==> config.mk <==
export PLATFORM = sky130hd
export DESIGN_NAME = prim_onehot_mon
export DESIGN_NICKNAME = d
export VERILOG_FILES = /design/src/rtl/prim_onehot_mon_pkg.sv /design/src/rtl/prim_onehot_tree_chk.sv /design/src/rtl/prim_onehot_mon.sv
export SDC_FILE = /design/constraint.sdc
export NUM_CORES = 1
export LEC_CHECK = 0
export CORE_ASPECT_RATIO = 0.7
export CORE_UTILIZATION = 41
export DETAILED_ROUTE_END_ITERATION = 10
export HOLD_SLACK_MARGIN = 0.03
export PLACE_DENSITY = 0.86
export SLEW_MARGIN = 20
export SYNTH_ARGS = -nofsm -noshare
export SYNTH_HDL_FRONTEND = slang
export SYNTH_HIERARCHICAL = 1
export SYNTH_SLANG_ARGS = --single-unit
==> constraint.sdc <==
create_clock -name clk_i -period 2 [get_ports clk_i]
set_input_delay 0.2 -clock clk_i [delete_from_list [all_inputs] [get_ports clk_i]]
set_output_delay 0.2 -clock clk_i [all_outputs]
set_load 0.01 [all_outputs]
==> src/rtl/prim_onehot_mon_pkg.sv <==
// Shared FSM encoding and slice helper for the one-hot integrity monitor.
// Latency: none; this file holds declarations only.
// Backpressure: none; this file holds declarations only.
package prim_onehot_mon_pkg;

    // Pairwise Hamming distance 4, so a single flipped bit never lands on another legal state.
    typedef enum logic [5:0] {
        StOk    = 6'b110100,
        StErr   = 6'b001110,
        StFatal = 6'b011001
    } state_e;

    // Lowest bit of channel 'chan' in a flattened bus of 'width'-bit slices.
    function automatic int unsigned chan_lsb(input int unsigned chan, input int unsigned width);
        return chan * width;
    endfunction

endpackage

==> src/rtl/prim_onehot_tree_chk.sv <==
// Per-channel combinational one-hot checker built from balanced OR/AND trees.
// Latency: 0 cycles (purely combinational).
// Backpressure: none; the result is valid whenever the inputs are.
module prim_onehot_tree_chk #(
    parameter int unsigned AddrWidth   = 5,
    parameter int unsigned OneHotWidth = 2**AddrWidth,
    parameter bit          AddrCheck   = 1'b1,
    parameter bit          EnableCheck = 1'b1,
    parameter bit          StrictCheck = 1'b1
) (
    input  logic                   valid_i,
    input  logic [OneHotWidth-1:0] oh_i,
    input  logic [AddrWidth-1:0]   addr_i,
    input  logic                   en_i,
    output logic                   err_o
);

    // Leaves are padded to a power of two; node i has children 2i+1 and 2i+2.
    localparam int unsigned NumLeaves = 2**AddrWidth;
    localparam int unsigned NumNodes  = 2 * NumLeaves - 1;

    logic [NumLeaves-1:0] oh_pad;
    logic [NumNodes-1:0]  or_node;
    logic [NumNodes-1:0]  multi_node;
    logic                 oh_any;
    logic                 oh_multi;
    logic                 en_err;
    logic                 addr_err;

    // Zero-extend so out-of-range addresses select a zero bit.
    always_comb begin
        oh_pad = '0;
        oh_pad[OneHotWidth-1:0] = oh_i;
    end

    // Reduce bottom-up: OR of the subtree, and whether two or more bits are set in it.
    always_comb begin
        or_node    = '0;
        multi_node = '0;
        or_node[NumNodes-1:NumLeaves-1] = oh_pad;
        for (int i = int'(NumLeaves) - 2; i >= 0; i--) begin
            or_node[i]    = or_node[2*i+1] | or_node[2*i+2];
            multi_node[i] = multi_node[2*i+1] | multi_node[2*i+2]
                          | (or_node[2*i+1] & or_node[2*i+2]);
        end
    end

    assign oh_any   = or_node[0];
    assign oh_multi = multi_node[0];

    // Enable and position checks; disabled checks contribute nothing.
    always_comb begin
        en_err   = 1'b0;
        addr_err = 1'b0;
        if (EnableCheck) begin
            en_err = StrictCheck ? (oh_any ^ en_i) : (~en_i & oh_any);
        end
        if (AddrCheck) begin
            addr_err = oh_any ^ oh_pad[addr_i];
        end
    end

    assign err_o = valid_i & (oh_multi | en_err | addr_err);

endmodule

==> src/rtl/prim_onehot_mon.sv <==
// Multi-channel one-hot integrity monitor with sticky errors, event counter and terminal fatal state.
// Latency: 1 cycle from a faulty input to err_o / err_sticky_o / err_cnt_o / fatal_o.
// Backpressure: none; every channel is sampled every cycle when valid.
module prim_onehot_mon
    import prim_onehot_mon_pkg::*;
#(
    parameter int unsigned NumChannels    = 4,
    parameter int unsigned AddrWidth      = 5,
    parameter int unsigned OneHotWidth    = 2**AddrWidth,
    parameter bit          AddrCheck      = 1'b1,
    parameter bit          EnableCheck    = 1'b1,
    parameter bit          StrictCheck    = 1'b1,
    parameter int unsigned CntWidth       = 8,
    parameter int unsigned FatalThreshold = 4
) (
    input  logic                               clk_i,
    input  logic                               rst_ni,
    input  logic [NumChannels-1:0]             valid_i,
    input  logic [NumChannels*OneHotWidth-1:0] oh_i,
    input  logic [NumChannels*AddrWidth-1:0]   addr_i,
    input  logic [NumChannels-1:0]             en_i,
    input  logic                               clr_i,
    output logic [NumChannels-1:0]             err_o,
    output logic [NumChannels-1:0]             err_sticky_o,
    output logic [CntWidth-1:0]                err_cnt_o,
    output logic                               fatal_o
);

    if (OneHotWidth < 1 || OneHotWidth > 2**AddrWidth) begin : g_bad_width
        $fatal(1, "OneHotWidth must be in 1..2**AddrWidth");
    end
    if (AddrCheck && !EnableCheck) begin : g_bad_check
        $fatal(1, "AddrCheck needs EnableCheck");
    end
    if (FatalThreshold < 1 || (FatalThreshold >> CntWidth) != 0) begin : g_bad_thr
        $fatal(1, "FatalThreshold must be in 1..2**CntWidth-1");
    end

    localparam logic [CntWidth-1:0] CntMax   = '1;
    localparam logic [CntWidth-1:0] FatalThr = CntWidth'(FatalThreshold);

    logic [NumChannels-1:0] err_d;
    logic [NumChannels-1:0] err_q;
    logic [NumChannels-1:0] sticky_d;
    logic [NumChannels-1:0] sticky_q;
    logic [CntWidth-1:0]    cnt_d;
    logic [CntWidth-1:0]    cnt_q;
    logic [CntWidth-1:0]    cnt_inc;
    logic                   any_err;
    logic                   in_fatal;
    state_e                 state_d;
    logic [5:0]             state_q;

    for (genvar c = 0; c < NumChannels; c++) begin : g_chan
        prim_onehot_tree_chk #(
            .AddrWidth   (AddrWidth),
            .OneHotWidth (OneHotWidth),
            .AddrCheck   (AddrCheck),
            .EnableCheck (EnableCheck),
            .StrictCheck (StrictCheck)
        ) u_chk (
            .valid_i (valid_i[c]),
            .oh_i    (oh_i[chan_lsb(c, OneHotWidth) +: OneHotWidth]),
            .addr_i  (addr_i[chan_lsb(c, AddrWidth) +: AddrWidth]),
            .en_i    (en_i[c]),
            .err_o   (err_d[c])
        );
    end

    assign any_err  = |err_d;
    // Anything other than Ok/Err, including corrupted encodings, is treated as Fatal.
    assign in_fatal = (state_q != StOk) && (state_q != StErr);

    // Counter and sticky next-state; clear is honoured only outside Fatal, and new errors win.
    always_comb begin
        cnt_inc  = (cnt_q == CntMax) ? cnt_q : cnt_q + CntWidth'(1);
        cnt_d    = cnt_q;
        sticky_d = sticky_q | err_d;
        if (clr_i && !in_fatal) begin
            cnt_d    = any_err ? CntWidth'(1) : '0;
            sticky_d = err_d;
        end else if (any_err) begin
            cnt_d = cnt_inc;
        end
    end

    // Escalation FSM; reaching the threshold takes priority over Ok/Err moves.
    always_comb begin
        state_d = StFatal;
        case (state_q)
            StOk: begin
                if (cnt_d >= FatalThr) state_d = StFatal;
                else if (any_err)      state_d = StErr;
                else                   state_d = StOk;
            end
            StErr: begin
                if (cnt_d >= FatalThr)      state_d = StFatal;
                else if (clr_i && !any_err) state_d = StOk;
                else                        state_d = StErr;
            end
            default: state_d = StFatal;
        endcase
    end

    // All monitor state registers.
    always_ff @(posedge clk_i or negedge rst_ni) begin
        if (!rst_ni) begin
            err_q    <= '0;
            sticky_q <= '0;
            cnt_q    <= '0;
            state_q  <= StOk;
        end else begin
            err_q    <= err_d;
            sticky_q <= sticky_d;
            cnt_q    <= cnt_d;
            state_q  <= state_d;
        end
    end

    assign err_o        = err_q;
    assign err_sticky_o = sticky_q;
    assign err_cnt_o    = cnt_q;
    assign fatal_o      = in_fatal;

endmodule
==> flow_summary.toml, run 1 <==
[yosys]
syn-cell-area_mm2 = 0.00331
synth_compound_area_share_pct = 30.2
synthAdderAreaFrac_pct = 0.379
synthCells = 326
async_flop_share_pct = 100
synth_xor_area_share_pct = 0
synth_top_family_by_area = "compound AO/OA/AOI/OAI gates"
synth-edff-count = 0
synth.area.top_cells = "mux4_1 16%, dfrtp_1 14%, nor4_1 7.8%"
synthMuxAreaShare_pct = 28.0
synth_ff_type = "dfrtp_1"
ys_seq_area_share_pct = 16.8
ys_ff_latch = 22
synth_common_cells = "41 x nor4_1, 40 x o22ai_1, 22 x mux2i_1, 21 x nand4_1, 20 x mux4_1"
ys_warn_count = 6
synth_top_area_cell = "mux4_1"
synth_top_area_share_pct = 15.9
avgSynthCellArea_um2 = 10.1
ys_types = 43
synth-simple-area-share_pct = 22.6
synthesis.nets = 486
yosysMostFrequentCell = "nor4_1"

[sta]
endpoint_type = "sequential cell input"
worst_endpoint = "state_q[5]$_DFF_PN1_/D"

[floorplanning]
ios = 176
die_w_um = 109
num_rows = 26
dieHeight_um = 77.1
start_util_pct = 43.8

[clock_tree]
htree_levels = 1
cts_num_sinks = 22
cts_buffer_depth = 2
cts_inserted_buffers = 3
ctsHoldBuffers = 0
clockRootBuffer = "clkbuf_16"

[outcome]
run_status = "aborted with a tool error"
error = "[ERROR GRT-0232] Routing congestion too high. Check the congestion heatmap in the GUI."
lastStage = "5_1_grt"

[placement]
io_buffers = 175
gp_congestion = 1.10
place_area_mm2 = 0.00626
dp_hpwl_um = 12400
dp_cells = 738

[grt]
track_usage_pct = 74.2
grt_overflow = 5
grt_max_degree = 23
-- routing by layer --
| metal | overflow | GRT usage [%] |
|---|---|---|
| met2 | 1 | 88.7 |
| met3 | 0 | 62.8 |
| met5 | 0 | 34.4 |
| met4 | 4 | 66.4 |
| met1 | 0 | 75.3 |
-- per-stage QoR --
step	utilization, %	TNS [ps]	setup slack, ps	hold WS (ps)
2_1_floorplan	-	-6810	-756	-95.6
3_3_place_gp	82.9	-21530	-1530	464
3_5_place_dp	82.9	-24220	-1680	472
4_1_cts	91.3	-10190	-935	333
-- logic make-up after synthesis --
logic type	Yosys count
adders and majority gates	1
DFF	22
buffers and inverters	8
and+or+nand+nor	119
AOI/OAI and AO/OA	126
muxes	50
-- repair_timing --
action | in CTS
endpoints found under the setup margin | 23
resized for setup | 280
buffers inserted | 26
pin swaps | 60
==> run 2: changes to the inputs <==
CORE_ASPECT_RATIO = not set   (was 0.7)
CORE_UTILIZATION = 30   (was 41)
HOLD_SLACK_MARGIN = not set   (was 0.03)
PLACE_DENSITY = not set   (was 0.86)
PLACE_DENSITY_LB_ADDON = 0.15   (was not set)
==> flow_summary.toml, run 2 <==
[outcome]
run_status = "finished with violations"
violations = "negative setup slack"

[finish]
fillers = 872
final_nets = 842
final_cell_mix = "167 x buf_4, 68 x dlygate4sd2_1, 40 x o22ai_1"
diodes = 0
fin_util_pct = 66.9
drive_gt1_share_pct = 51.0
final_common_cell = "buf_4"
finalNonFillerCells = 817
final_area_mm2 = 0.00703
area_delta_synth_final_pct = 113
largest_reg_flops = 8

[yosys]
ys_ff_latch = 22
synth_ff_type = "dfrtp_1"
synthCells = 326
synth.area.top_cells = "mux4_1 16%, dfrtp_1 14%, nor4_1 7.8%"
async_flop_share_pct = 100
ys_types = 43
avgSynthCellArea_um2 = 10.1
synth_top_area_share_pct = 15.9
synth_common_cells = "41 x nor4_1, 40 x o22ai_1, 22 x mux2i_1, 21 x nand4_1, 20 x mux4_1"
ys_warn_count = 6
synth_top_area_cell = "mux4_1"
ys_seq_area_share_pct = 16.8
synth-edff-count = 0
synthesis.nets = 486
yosysMostFrequentCell = "nor4_1"
syn-cell-area_mm2 = 0.00331

[grt]
grt_max_degree = 14
antenna_found_initial = 0
grt_pass1_wl_um = 23300
track_usage_pct = 25.1
first_global_vias = 4923
grt_overflow = 0

[drt]
drc_errors = 0
vias = 4798
drt_iter0_markers = 234
drt_pass1_iterations = 5
post_drt_wl_per_cell_um = 18.8
postRouteAntennaNets = 0
via_per_inst = 5.87
drt_wl_total_um = 15400

[sta]
layout_setup_ws_ps = -918
finClkSkew_ps = 4.29
whs_ps = 294
finalSetupTns_ps = -10020
maxSlewViolCount = 0
timing_hold_violations_final = 0
fmax_ghz = 0.343
period_share_pct = 146
worst_pin_slew_ps = 571
rsz0062_at_grt = "true"
max-slew-margin-rel_pct = 61.8
setup_viol = 14
period_needed_ps = 2920

[setup_path]
crit_path_max_fanout = 6
critPathLaunchType = "input port"
critPathTopFamily = "multiplexers"
crit_chain = "clkdlybuf4s15_1 -> mux4_2 -> a2111oi_4 -> nor4_2 -> a31oi_2 -> buf_4 -> nor4_2 -> buf_4 -> buf_6 -> nor4_4 -> mux2i_1 -> and4b_2 -> o21ai_1"
required_ps = 2140
critical_path_class = "in -> reg"
endpoint_kind = "flip-flop"
crit_path_top_delay_cell = "mux4_2"
path_buf_inv = 4
worstPathArrival_ps = 3060
slowest_delay_ps = 560

[floorplanning]
coreArea_mm2 = 0.0105
ios = 176
num_rows = 37
dieArea_mm2 = 0.0114
die_w_um = 107
dieHeight_um = 107
start_util_pct = 31.5

[clock_tree]
cts_inserted_buffers = 3
cts_buffer_depth = 2
cts_num_sinks = 22
clk_pin_slew_ps = 80
clockRootBuffer = "clkbuf_8"
htree_levels = 1
cts_tree = "built"
clk-insertion-delay-late_ps = 270
ctsHoldBuffers = 0

[power_and_ir_drop]
power_density_mw_per_mm2 = 420
power.total_mw = 2.96
ir_worst_vdd_mv = 0.756
p_leak_nw = 2.86

[worst_hold_path]
hold_path.class = "in -> async"

[placement]
dp_cells = 780
io_buffers = 175
dp_hpwl_um = 11800
place_area_mm2 = 0.00634
gp_congestion = 0.992
preCtsSetupSlack_ps = -1640

[flow_run]
maxCapViolations = 0
[run 2: cell counts after synthesis]
Identical to the previous run, type by type.
[run 2: logic make-up after synthesis]
logic type	count (synthesis)	synth area share, %
AOI/OAI and AO/OA	126	30.2
and+or+nand+nor	119	22.6
muxes	50	28.0
DFF	22	16.8
buffers and inverters	8	2.04
adders and majority gates	1	0.378
[run 2: metal layers]
layer  vias up  wire length (um)  part of all wire (%)  GRT usage, %
met3        39               784                   5.1          2.01
li1       2220                 -                     -             -
met4         0               456                   3.0          8.32
met5         -                 0                     0             0
met2       197              8260                    54          46.9
met1      2342              5890                    38          30.1
[run 2: worst paths after layout]
path / endpoint / depth (start not counted) / startpoint / slack [ps]
min in group clk_i: err_sticky_o[1]$_DFF_PN0_ / 1 / err_sticky_o[1]$_DFF_PN0_ / 490
max: state_q[3]$_DFF_PN0_ / 13 / oh_i[39] / -920
max in group asynchronous: err_cnt_o[2]$_DFF_PN0_ / 2 / rst_ni / 1130
max reg2reg: state_q[1]$_DFF_PN0_ / 7 / err_cnt_o[1]$_DFF_PN0_ / -50
min: err_o[3]$_DFF_PN0_ / 1 / rst_ni / 290
min reg2reg: err_sticky_o[1]$_DFF_PN0_ / 1 / err_sticky_o[1]$_DFF_PN0_ / 490
[run 2: worst register-to-register path: stages (launching register included)]
cell     delay [ps]
dfrtp_1         410
ha_1            240
nand3_1         200
or2_2           430
nand3_2         110
o21ai_2          60
and4b_2         300
o21a_1          200
[run 2: area by class of cell]
cell class | instances | area, um^2 | area share (%)
multi-input cells | 296 | 3280 | 46.6
clock buffers | 3 | 41.3 | 0.587
repair buffers | 356 | 2950 | 41.9
flip-flops and latches | 22 | 554 | 7.88
well taps | 136 | 170 | 2.42
clock inverters | 1 | 30.0 | 0.427
inverters | 3 | 11.3 | 0.160
[run 2: repair_timing]
action / 4_1_cts / 5_1_grt
setup endpoints to repair: 23 / 17
gates cloned: 1 / 0
resized for setup: 241 / 159
buffers inserted: 17 / 21
pin swaps: 63 / 46
[run 2: power by group]
group	internal, mW	switching, mW	total [mW]
logic	1.04	0.824	1.87
clock network	0.268	0.146	0.414
registers	0.531	0.146	0.677
total	1.84	1.12	2.96
Note: power is estimated with default switching activity, not from simulation.
==> run 3: changes to the inputs <==
CORE_UTILIZATION = 41   (was 30)
==> flow_summary.toml, run 3 (synthesized netlist as in run 2, its figures left out) <==
[clock_tree]
clk-insertion-delay-late_ps = 280
clk_pin_slew_ps = 90
ctsHoldBuffers = 0
cts_num_sinks = 22
clockRootBuffer = "clkbuf_8"
htree_levels = 1
cts_tree = "built"
cts_inserted_buffers = 3
cts_buffer_depth = 2

[power_and_ir_drop]
p_leak_nw = 2.87
ir_worst_vdd_mv = 0.417
power_density_mw_per_mm2 = 462
power.total_mw = 3.26

[floorplanning]
ios = 176
die_w_um = 91.8
dieArea_mm2 = 0.00843
num_rows = 32
start_util_pct = 42.6
coreArea_mm2 = 0.00777
dieHeight_um = 91.8

[drt]
drt_pass1_iterations = 5
via_per_inst = 7.53
drt_iter0_markers = 575
postRouteAntennaNets = 0
vias = 5877
post_drt_wl_per_cell_um = 27.9
drc_errors = 0
drt_wl_total_um = 21800

[outcome]
run_status = "finished with violations"
violations = "negative setup slack"

[setup_path]
startpoint = "oh_i[67]"
endpoint_kind = "flip-flop"
crit_path_top_delay_cell = "mux4_2"
crit_chain = "dlygate4sd2_1 -> buf_6 -> mux4_2 -> nor2b_4 -> a2111oi_4 -> nor4_2 -> a31oi_2 -> nor4_4 -> buf_6 -> nor4_4 -> mux2i_1 -> and4b_2 -> o21a_1"
path_buf_inv = 3
critical_path_class = "in -> reg"
crit_path_max_fanout = 6
slowest_delay_ps = 530
critPathLaunchType = "input port"
required_ps = 2210
r2r_start = "state_q[4]$_DFF_PN1_"
worstPathArrival_ps = 3500
critPathTopFamily = "simple AND/OR/NAND/NOR gates"

[grt]
track_usage_pct = 36.8
grt_max_degree = 23
grt_overflow = 0
antenna_found_initial = 0
first_global_vias = 5246
grt_pass1_wl_um = 25000

[sta]
period_needed_ps = 3300
worst_pin_slew_ps = 678
maxSlewViolCount = 0
fmax_ghz = 0.303
rsz0062_at_grt = "true"
timing_hold_violations_final = 0
max-slew-margin-rel_pct = 54.8
layout_setup_ws_ps = -1300
period_share_pct = 165
finClkSkew_ps = 12.9
setup_viol = 19

[worst_hold_path]
hold_path.class = "in -> async"

[finish]
largest_reg_flops = 8
drive_gt1_share_pct = 58.0
final_area_mm2 = 0.00706
final_cell_mix = "154 x buf_4, 63 x clkbuf_2, 40 x o22ai_1"
fillers = 332
fin_util_pct = 90.9
ff_latch_area_um2 = 554
final_common_cell = "buf_4"
final_nets = 839
diodes = 0
multi_input_comb_area_mm2 = 0.00342
area_delta_synth_final_pct = 114

[placement]
dp_hpwl_um = 11100
gp_congestion = 0.981
place_area_mm2 = 0.00622
io_buffers = 175

[flow_run]
maxCapViolations = 0
## run 3: timing repair
| item | CTS | global route |
|---|---|---|
| setup buffers | 22 | 20 |
| pin swaps | 70 | 63 |
| cloned | 2 | 0 |
| gates resized for setup | 316 | 230 |
| endpoints found under the setup margin | 23 | 18 |
## run 3: layout make-up
class,instances,share of cell area [%]
Multi-Input combinational cell,296,48.4
Timing Repair Buffer,353,40.8
Sequential cell,22,7.85
Tap cell,102,1.81
Clock buffer,3,0.585
Clock inverter,1,0.425
Inverter,3,0.159
## run 3: layer usage
metal	track usage, %	vias up	share of wire [%]
li1	-	2245	-
met1	40.5	2680	32
met2	68.7	695	46
met3	4.64	257	12
met4	18.9	0	10
met5	0	-	0
## run 3: worst paths after layout
path | to | slack [ps] | cells past startpoint
worst max-delay path | state_q[5]$_DFF_PN1_ | -1300 | 13
worst min-delay path | err_cnt_o[2]$_DFF_PN0_ | 270 | 2
max in group asynchronous | state_q[5]$_DFF_PN1_ | 1430 | 2
worst max register to register | err_cnt_o[0]$_DFF_PN0_ | -340 | 7
worst min register to register | err_sticky_o[0]$_DFF_PN0_ | 520 | 1
min in group clk_i | err_sticky_o[0]$_DFF_PN0_ | 520 | 1
## run 3: power breakdown
group / internal (mW) / leakage, nW / switching (mW)
clock: 0.268 / 0.0357 / 0.169
sequential: 0.530 / 0.236 / 0.176
combinational: 1.06 / 2.60 / 1.06
## run 3: worst reg2reg max path, delay by kind of cell, from the launching register on
family / cells / cell delay (ps)
DFF: 1 / 550
and+or+nand+nor: 4 / 1160
buffers and inverters: 1 / 190
AOI/OAI and AO/OA: 2 / 340
## run 3: per-stage QoR
| stage | setup WS [ps] | TNS (ps) | instances | hold slack [ps] |
|---|---|---|---|---|
| after floorplan | -756 | -6810 | 326 | -95.6 |
| after global placement | -1530 | -22190 | 736 | 459 |
| after detailed placement | -1710 | -24190 | 736 | 471 |
| after CTS | -897 | -9500 | 764 | 287 |
| after global routing | -1490 | -18290 | 780 | 290 |
| final | -1300 | -15100 | 780 | 269 |
